<file path="src/rtl/mxv_fifo_arbiter.sv">
// Two-requester burst arbiter feeding a FIFO push port, with occupancy tracking.
// Optional sticky error output enabled by defining MXV_ARB_ERR_FLAG_EN.
module mxv_fifo_arbiter #(
    parameter int DEPTH      = 8,
    parameter int DATA_WIDTH = 8,
    parameter int BURST_LEN  = 4,
    parameter int LVL_WIDTH  = 4
) (
    input  logic                  clk,
    input  logic                  reset,
    input  logic                  req_a,
    input  logic                  req_b,
    input  logic [DATA_WIDTH-1:0] data_a,
    input  logic [DATA_WIDTH-1:0] data_b,
    output logic                  gnt_a,
    output logic                  gnt_b,
    input  logic                  pop_req,
    output logic                  push_en,
    output logic [DATA_WIDTH-1:0] push_data,
    output logic                  pop_en,
    output logic [LVL_WIDTH-1:0]  level,
`ifdef MXV_ARB_ERR_FLAG_EN
    output logic                  err,
`endif
    output logic                  full,
    output logic                  empty
);

    typedef enum logic [1:0] {
        S_IDLE   = 2'd0,
        S_LOCK_A = 2'd1,
        S_LOCK_B = 2'd2
    } state_t;

    localparam logic LAST_A = 1'b0;
    localparam logic LAST_B = 1'b1;

    state_t                  r_state;
    state_t                  w_state_nxt;
    logic [3:0]              r_burst;
    logic [3:0]              w_burst_nxt;
    logic                    r_last;
    logic                    w_last_nxt;
    logic                    w_sel_a;
    logic                    w_sel_b;
    logic                    w_idle_rule;
    logic                    w_full;
    logic                    w_empty;
    logic                    w_push;
    logic                    w_pop;
    logic                    r_push_en;
    logic [DATA_WIDTH-1:0]   r_push_data;
    logic                    r_pop_en;
    logic [LVL_WIDTH-1:0]    r_level;

    assign w_full  = (r_level == LVL_WIDTH'(DEPTH));
    assign w_empty = (r_level == '0);

    always_ff @(posedge clk or posedge reset) begin
        if (reset) begin
            r_state <= S_IDLE;
            r_burst <= '0;
            r_last  <= LAST_B;
        end else begin
            r_state <= w_state_nxt;
            r_burst <= w_burst_nxt;
            r_last  <= w_last_nxt;
        end
    end

    // Leaving a lock hands over to the IDLE rule in the same cycle, so
    // a waiting requester is granted without a bubble.
    always_comb begin
        w_state_nxt = r_state;
        w_burst_nxt = r_burst;
        w_last_nxt  = r_last;
        w_sel_a     = 1'b0;
        w_sel_b     = 1'b0;
        w_idle_rule = 1'b0;
        case (r_state)
            S_LOCK_A: begin
                if (!w_full) begin
                    if (req_a && (r_burst < 4'(BURST_LEN))) begin
                        w_sel_a     = 1'b1;
                        w_burst_nxt = r_burst + 4'd1;
                    end else begin
                        w_last_nxt  = LAST_A;
                        w_idle_rule = 1'b1;
                    end
                end
            end
            S_LOCK_B: begin
                if (!w_full) begin
                    if (req_b && (r_burst < 4'(BURST_LEN))) begin
                        w_sel_b     = 1'b1;
                        w_burst_nxt = r_burst + 4'd1;
                    end else begin
                        w_last_nxt  = LAST_B;
                        w_idle_rule = 1'b1;
                    end
                end
            end
            default: begin
                w_state_nxt = S_IDLE;
                w_idle_rule = !w_full;
            end
        endcase
        if (w_idle_rule) begin
            if (req_a && (!req_b || (w_last_nxt == LAST_B))) begin
                w_sel_a     = 1'b1;
                w_state_nxt = S_LOCK_A;
                w_burst_nxt = 4'd1;
            end else if (req_b) begin
                w_sel_b     = 1'b1;
                w_state_nxt = S_LOCK_B;
                w_burst_nxt = 4'd1;
            end else begin
                w_state_nxt = S_IDLE;
                w_burst_nxt = 4'd0;
            end
        end
    end

    always_comb begin
        gnt_a = w_sel_a & ~reset;
        gnt_b = w_sel_b & ~reset;
    end

    assign w_push = gnt_a | gnt_b;
    assign w_pop  = pop_req & ~w_empty;

    always_ff @(posedge clk or posedge reset) begin
        if (reset) begin
            r_push_en   <= 1'b0;
            r_push_data <= '0;
            r_pop_en    <= 1'b0;
            r_level     <= '0;
        end else begin
            r_push_en <= w_push;
            r_pop_en  <= w_pop;
            if (w_push) begin
                r_push_data <= gnt_a ? data_a : data_b;
            end
            if (w_push && !w_pop) begin
                r_level <= r_level + LVL_WIDTH'(1);
            end else if (w_pop && !w_push) begin
                r_level <= r_level - LVL_WIDTH'(1);
            end
        end
    end

`ifdef MXV_ARB_ERR_FLAG_EN
    logic r_err;

    always_ff @(posedge clk or posedge reset) begin
        if (reset) begin
            r_err <= 1'b0;
        end else if ((pop_req && w_empty) || ((req_a || req_b) && w_full)) begin
            r_err <= 1'b1;
        end
    end

    assign err = r_err;
`endif

    assign push_en   = r_push_en;
    assign push_data = r_push_data;
    assign pop_en    = r_pop_en;
    assign level     = r_level;
    assign full      = w_full;
    assign empty     = w_empty;

endmodule

</file>
<file path="config.mk">
export PLATFORM = sky130hd
export DESIGN_NAME = mxv_fifo_arbiter
export DESIGN_NICKNAME = d
export VERILOG_FILES = /design/src/rtl/mxv_fifo_arbiter.sv
export SDC_FILE = /design/constraint.sdc
export NUM_CORES = 1
export LEC_CHECK = 0
export BUFFER_PORTS_ARGS = -buffer_cell sky130_fd_sc_hd__buf_2
export CAP_MARGIN = 10
export CORE_MARGIN = 3
export CORE_UTILIZATION = 43
export CTS_CLUSTER_SIZE = 14
export DETAILED_ROUTE_END_ITERATION = 8
export HOLD_SLACK_MARGIN = 0.12
export PLACE_DENSITY = 0.68
export SYNTH_ARGS = -nofsm -noshare
export SYNTH_HDL_FRONTEND = slang
export SYNTH_SLANG_ARGS = --single-unit
export TNS_END_PERCENT = 100
</file>
<file path="constraint.sdc">
create_clock -name clk -period 10.1 [get_ports clk]
set_input_delay 2.02 -clock clk [delete_from_list [all_inputs] [get_ports clk]]
set_output_delay 2.02 -clock clk [all_outputs]
set_load 0.05 [all_outputs]
</file>
==> impl_metrics.ini, run 1 <==
[job]
maxCapViolCount = 0

[sta]
fin_ws_ps = 4037
period_minus_slack_ps = 6063
fin_skew_ps = 4.126
finalHoldViolations = 0
period_share_pct = 60.03
rsz0062_at_grt = no
tightestPinTransition_ps = 693.7
setup_violations = 0
drv_slew = 0
tns_ps = 0
max-slew-margin-rel_pct = 53.76
max_freq_mhz = 164.9

[yosys]
synth_fp_nets = 162
synth_area_leaders = dfrtp_1 37%, a221oi_2 11%, ha_1 5.6%, inv_1 4.7%, a21oi_1 4.5%
synthesis.instances = 134
synth.most_common_cell = dfrtp_1
synthArstFlopShare_pct = 100.0
ys_types = 38
netlist_area_um2 = 1345
syn_avg_cell_area_um2 = 10.04
synth_area_leader_cell = dfrtp_1
ys_warn_count = 0
synthTopCellsByCount = 20 x dfrtp_1, 17 x inv_1, 12 x a21oi_1, 10 x a221oi_2, 10 x nor3_1
synth_top_cell_area_share_pct = 37.21
ys.flop_type = dfrtp_1
seq_area_frac_synth_pct = 39.16
synth_edf_count = 0
ys_seq_elements = 21

[die]
die_x_um = 61.93
initial_core_util_pct = 46.76
die-area_um2 = 3835
rows = 19
core-area_um2 = 2877
die_h_um = 61.93
io_pins = 39

[cts]
clock_sinks = 21
tritoncts = yes
clockRootBuffer = clkbuf_4
clkSlewWorstSetupHoldPaths_ps = 130
cts_hold_buf = 0
clk_latency_ps = 310
htree_levels = 1
ctsResizeCount = 0
numCtsBuffers = 3
cts_buffer_depth = 2
post_cts_buffers = 0

[placed_design]
io_buffers = 38
dp_cells = 212
hpwlAfterDp_um = 2390
post-place-ws_ps = 4053
gp_congestion = 0.9230

[grt]
grt_pass1_wl_um = 5023
grt_pass1_vias = 1143
antenna_found_initial = 0
grt_max_degree = 24
globalRouteTotalUtil_pct = 17.72
grt_overflow = 0

[layout]
fin_nets = 203
insertedDiodeCount = 0
syn_to_final_growth_pct = 19.07
multiInputGateArea_um2 = 730.7
register_area_um2 = 526.8
layout-drive-gt1-share_pct = 35.06
instances_no_fill = 216
final_core_util_pct = 55.68
nFillCells = 253

[route]
avgRoutedWirePerCell_um = 13.98
vias = 1205
ant_nets = 0
drc = 0
drt_wl_total_um = 3019
dr.pass1.iters = 4
drt_iter0_markers = 89
vias_per_cell = 5.579

[worst_setup_path]
cp-start-kind = input pin
crit_fanout = 10
critPathArrivalTime_ps = 4040
critPathRequiredTime_ps = 8080
r2r_cells = 15
critPathKind = in -> out
end_kind = output port

[pwr]
fin_total_pwr_w = 0.0005548
p_per_area_nw_per_um2 = 346.4
switching_power_w = 0.0002996
p_int_w = 0.0002552
leakage_nw = 0.7827
p_seq_share_pct = 26.4
power_frac_comb_pct = 65.9
power_frac_clock_pct = 7.7
p_sw_share_pct = 54.00
ir_worst_vdd_mv = 0.2210

[min_path]
hold_class = reg -> reg
holdPathStages = 2

[status]
status = complete, no violations
[flip-flops by register name, summed over array words and instances (netlist names)]
name       count
push_data      8
r_last         1
level          4
r_state        2
r_burst        4
push_en        1
pop_en         1
[cell families (layout without fill, tap and decap cells)]
logic type	Yosys count	after routing	share of synthesized area (%)
AO/OA/AOI/OAI	38	38	25.40
XOR/XNOR	4	4	2.605
adder cells (fa/ha/maj)	7	7	7.070
buffers and inverters	20	60	6.511
AND/OR/NAND/NOR	40	40	16.09
flip-flops	21	21	39.16
multiplexers	4	4	3.163
[worst max-delay path, cell delays in order]
cell and delay, ps:
buf_2 130, or3b_2 480, a211o_1 350, nand4_1 270
or2_1 490, inv_1 70, buf_2 220
[worst paths after layout]
check / start / to / slack [ps]
setup reg to reg: r_state[0] / level[3] / 6030
setup / recovery: req_b / gnt_a / 4040
max in group asynchronous: reset / r_last / 8100
hold reg to reg: r_burst[1] / r_burst[1] / 510
min in group asynchronous: reset / push_en / 1720
hold / removal: r_burst[1] / r_burst[1] / 510
[routing by layer]
layer	vias to the layer above	routed length (µm)	global-route usage, %
li1	575	-	-
met1	586	1284	22.11
met2	38	1512	28.55
met3	6	169	5.372
met4	0	53	7.273
met5	-	0	0
[placed cells by master (no fill, tap or decap), types with 2 or more instances in the layout]
cell / instances
a21o_1: 3
a21oi_1: 12
a221oi_2: 10
and2_1: 2
buf_2: 38
clkbuf_4: 3
dfrtp_1: 20
ha_1: 6
inv_1: 17
mux2_2: 2
mux2i_1: 2
nand2_1: 7
nand2b_1: 3
nand3_1: 3
nor2_1: 7
nor3_1: 10
o21ai_0: 5
xnor2_1: 3
[power by group through the flow]
stage	Sequential (W)	Combinational (W)	Clock, W
floorplan	0.000237	0.000204	0
global placement	0.000147	0.000362	0
detailed placement	0.000148	0.000368	0
CTS	0.000147	0.000368	0.0000454
global route	0.000152	0.000401	0.0000490
finish	0.000146	0.000366	0.0000428
[area by class of cell]
class | count | share of cell area, %
Clock buffer | 3 | 1.406
Clock inverter | 1 | 0.4687
Inverter | 17 | 3.984
Multi-Input combinational cell | 93 | 45.62
Sequential cell | 21 | 32.89
Tap cell | 42 | 3.281
Timing Repair Buffer | 39 | 12.34
[stage by stage]
step,hold slack (ps),cell area [µm²]
detailed placement,483.8,1572
global route,549.8,1602
finish,507.9,1602
global placement,470.1,1572
CTS,512.1,1602
floorplan,452.9,1345
Note: power is estimated with default switching activity, not from simulation.
==> run 2: changes to the inputs <==
clock period = 6.1 ns   (was 10.1 ns; I/O delays follow)
==> impl_metrics.ini, run 2 (synthesis results as in run 1) <==
[die]
core-area_um2 = 2877
io_pins = 39
die_h_um = 61.93
initial_core_util_pct = 46.76
die-area_um2 = 3835
rows = 19
die_x_um = 61.93

[worst_setup_path]
cp_common_cell = buf_2
critPathKind = in -> out
end_kind = output port
r2r_cells = 12
critPathRequiredTime_ps = 4880
r2r_slack_ps = 2140
r2r_start = level[0]
r2r_end = level[3]
cp-start-kind = input pin
crit_chain = buf_2 -> or3b_2 -> a211o_1 -> nand4_1 -> or2_1 -> inv_1 -> buf_2
critPathArrivalTime_ps = 3240
critPathSlowestCell = or2_1
crit_fanout = 10
max_stage_delay_ps = 500

[grt]
grtUsageMet3_pct = 4.339
globalRouteTotalUtil_pct = 17.23
antenna_found_initial = 0
gr-usage-met1_pct = 23.59
grt_pass1_wl_um = 4968
grt-busiest-layer = met2
grt_overflow = 0
gr-usage-met2_pct = 27.95
grt_pass1_vias = 1114
grt_max_degree = 14

[cts]
numCtsBuffers = 3
post_cts_buffers = 0
clkSlewWorstSetupHoldPaths_ps = 110
tritoncts = yes
htree_levels = 1
ctsResizeCount = 0
clock_sinks = 21
cts_buffer_depth = 2
cts_hold_buf = 0
clockRootBuffer = clkbuf_4
clk_latency_ps = 310

[sta]
tightestPinTransition_ps = 612.1
finalHoldViolations = 0
period_minus_slack_ps = 4464
drv_slew = 0
max-slew-margin-rel_pct = 59.19
fin_skew_ps = 6.148
rsz0062_at_grt = no
tns_ps = 0
period_share_pct = 73.17
max_freq_mhz = 224.0
setup_violations = 0

[layout]
fin_nets = 204
insertedDiodeCount = 0
syn_to_final_growth_pct = 19.35
largest_register_ff_count = 8
nFillCells = 252
final_cell_mix = 38 x buf_2, 20 x dfrtp_1, 17 x inv_1
final_common_cell = buf_2
final_core_util_pct = 55.81
layout-drive-gt1-share_pct = 34.86

[placed_design]
io_buffers = 38
hpwlAfterDp_um = 2382
gp_congestion = 0.9051

[route]
avgRoutedWirePerCell_um = 14.02
drt_iter0_markers = 59
vias = 1178
ant_nets = 0
drc = 0
vias_per_cell = 5.429
drt_wl_total_um = 3043
dr.pass1.iters = 4

[min_path]
hold_start = r_burst[1]
whs_endpoint = r_burst[1]
holdPathStages = 2
hold_class = reg -> reg

[job]
maxCapViolCount = 0

[status]
status = complete, no violations

[pwr]
p_per_area_nw_per_um2 = 572.9
ir_worst_vdd_mv = 0.4351
leakage_nw = 0.7890
[run 2: cell types whose count changed in the layout (fill, tap and decap cells not counted)]
cell,delta
buf_4,+1
clkbuf_1,+1
clkinvlp_4,-1
[run 2: worst max-delay path by stage]
stage                     start        to  slack (ps)  depth (start not counted)
after floorplan           reset  level[3]        1800                         13
after global placement    req_b     gnt_a        1690                          7
after detailed placement  req_b  level[3]        1600                         14
after CTS                 req_b     gnt_a        1640                          7
after global routing      req_b     gnt_a        1500                          7
final                     req_b     gnt_a        1640                          7
[run 2: worst max-delay path, delay by kind of cell]
kind / cells / cell delay, ps
and+or+nand+nor: 3 / 1260
buffers and inverters: 3 / 410
AOI/OAI and AO/OA: 1 / 340
[run 2: per-layer routing]
layer / vias to the layer above / routed length (µm) / part of all wire, %
met1: 562 / 1376 / 45
met2: 36 / 1496 / 49
met5: - / 0 / 0
met4: 0 / 15 / 0.49
li1: 576 / - / -
met3: 4 / 154 / 5.1
[run 2: final cells by class]
| type | instances | area, µm² | share of cell area (%) |
|---|---|---|---|
| Clock buffer | 4 | 26.28 | 1.637 |
| Inverter | 17 | 63.81 | 3.975 |
| Multi-Input combinational cell | 93 | 730.7 | 45.52 |
| Sequential cell | 21 | 526.8 | 32.81 |
| Tap cell | 42 | 52.55 | 3.274 |
| Timing Repair Buffer | 40 | 205.2 | 12.78 |
[run 2: through the flow]
stage	total power, W	hold slack (ps)	cells	cell area [µm²]	worst slack [ps]
4_1_cts	0.0009274	521.0	217	1605	1645
3_3_place_gp	0.0008443	470.5	213	1579	1691
2_1_floorplan	0.0007289	452.9	134	1345	1801
6_report	0.0009197	510.8	217	1605	1636
5_1_grt	0.0009908	589.6	217	1605	1500
3_5_place_dp	0.0008565	492.5	213	1579	1600
[run 2: where the power goes]
part	switching, W	leakage (nW)	total [W]	internal [W]
logic	0.000409	0.526	0.000609	0.000200
registers	0.0000439	0.248	0.000243	0.000199
clock network	0.0000426	0.0150	0.0000681	0.0000255
total	0.000495	0.789	0.000920	0.000425
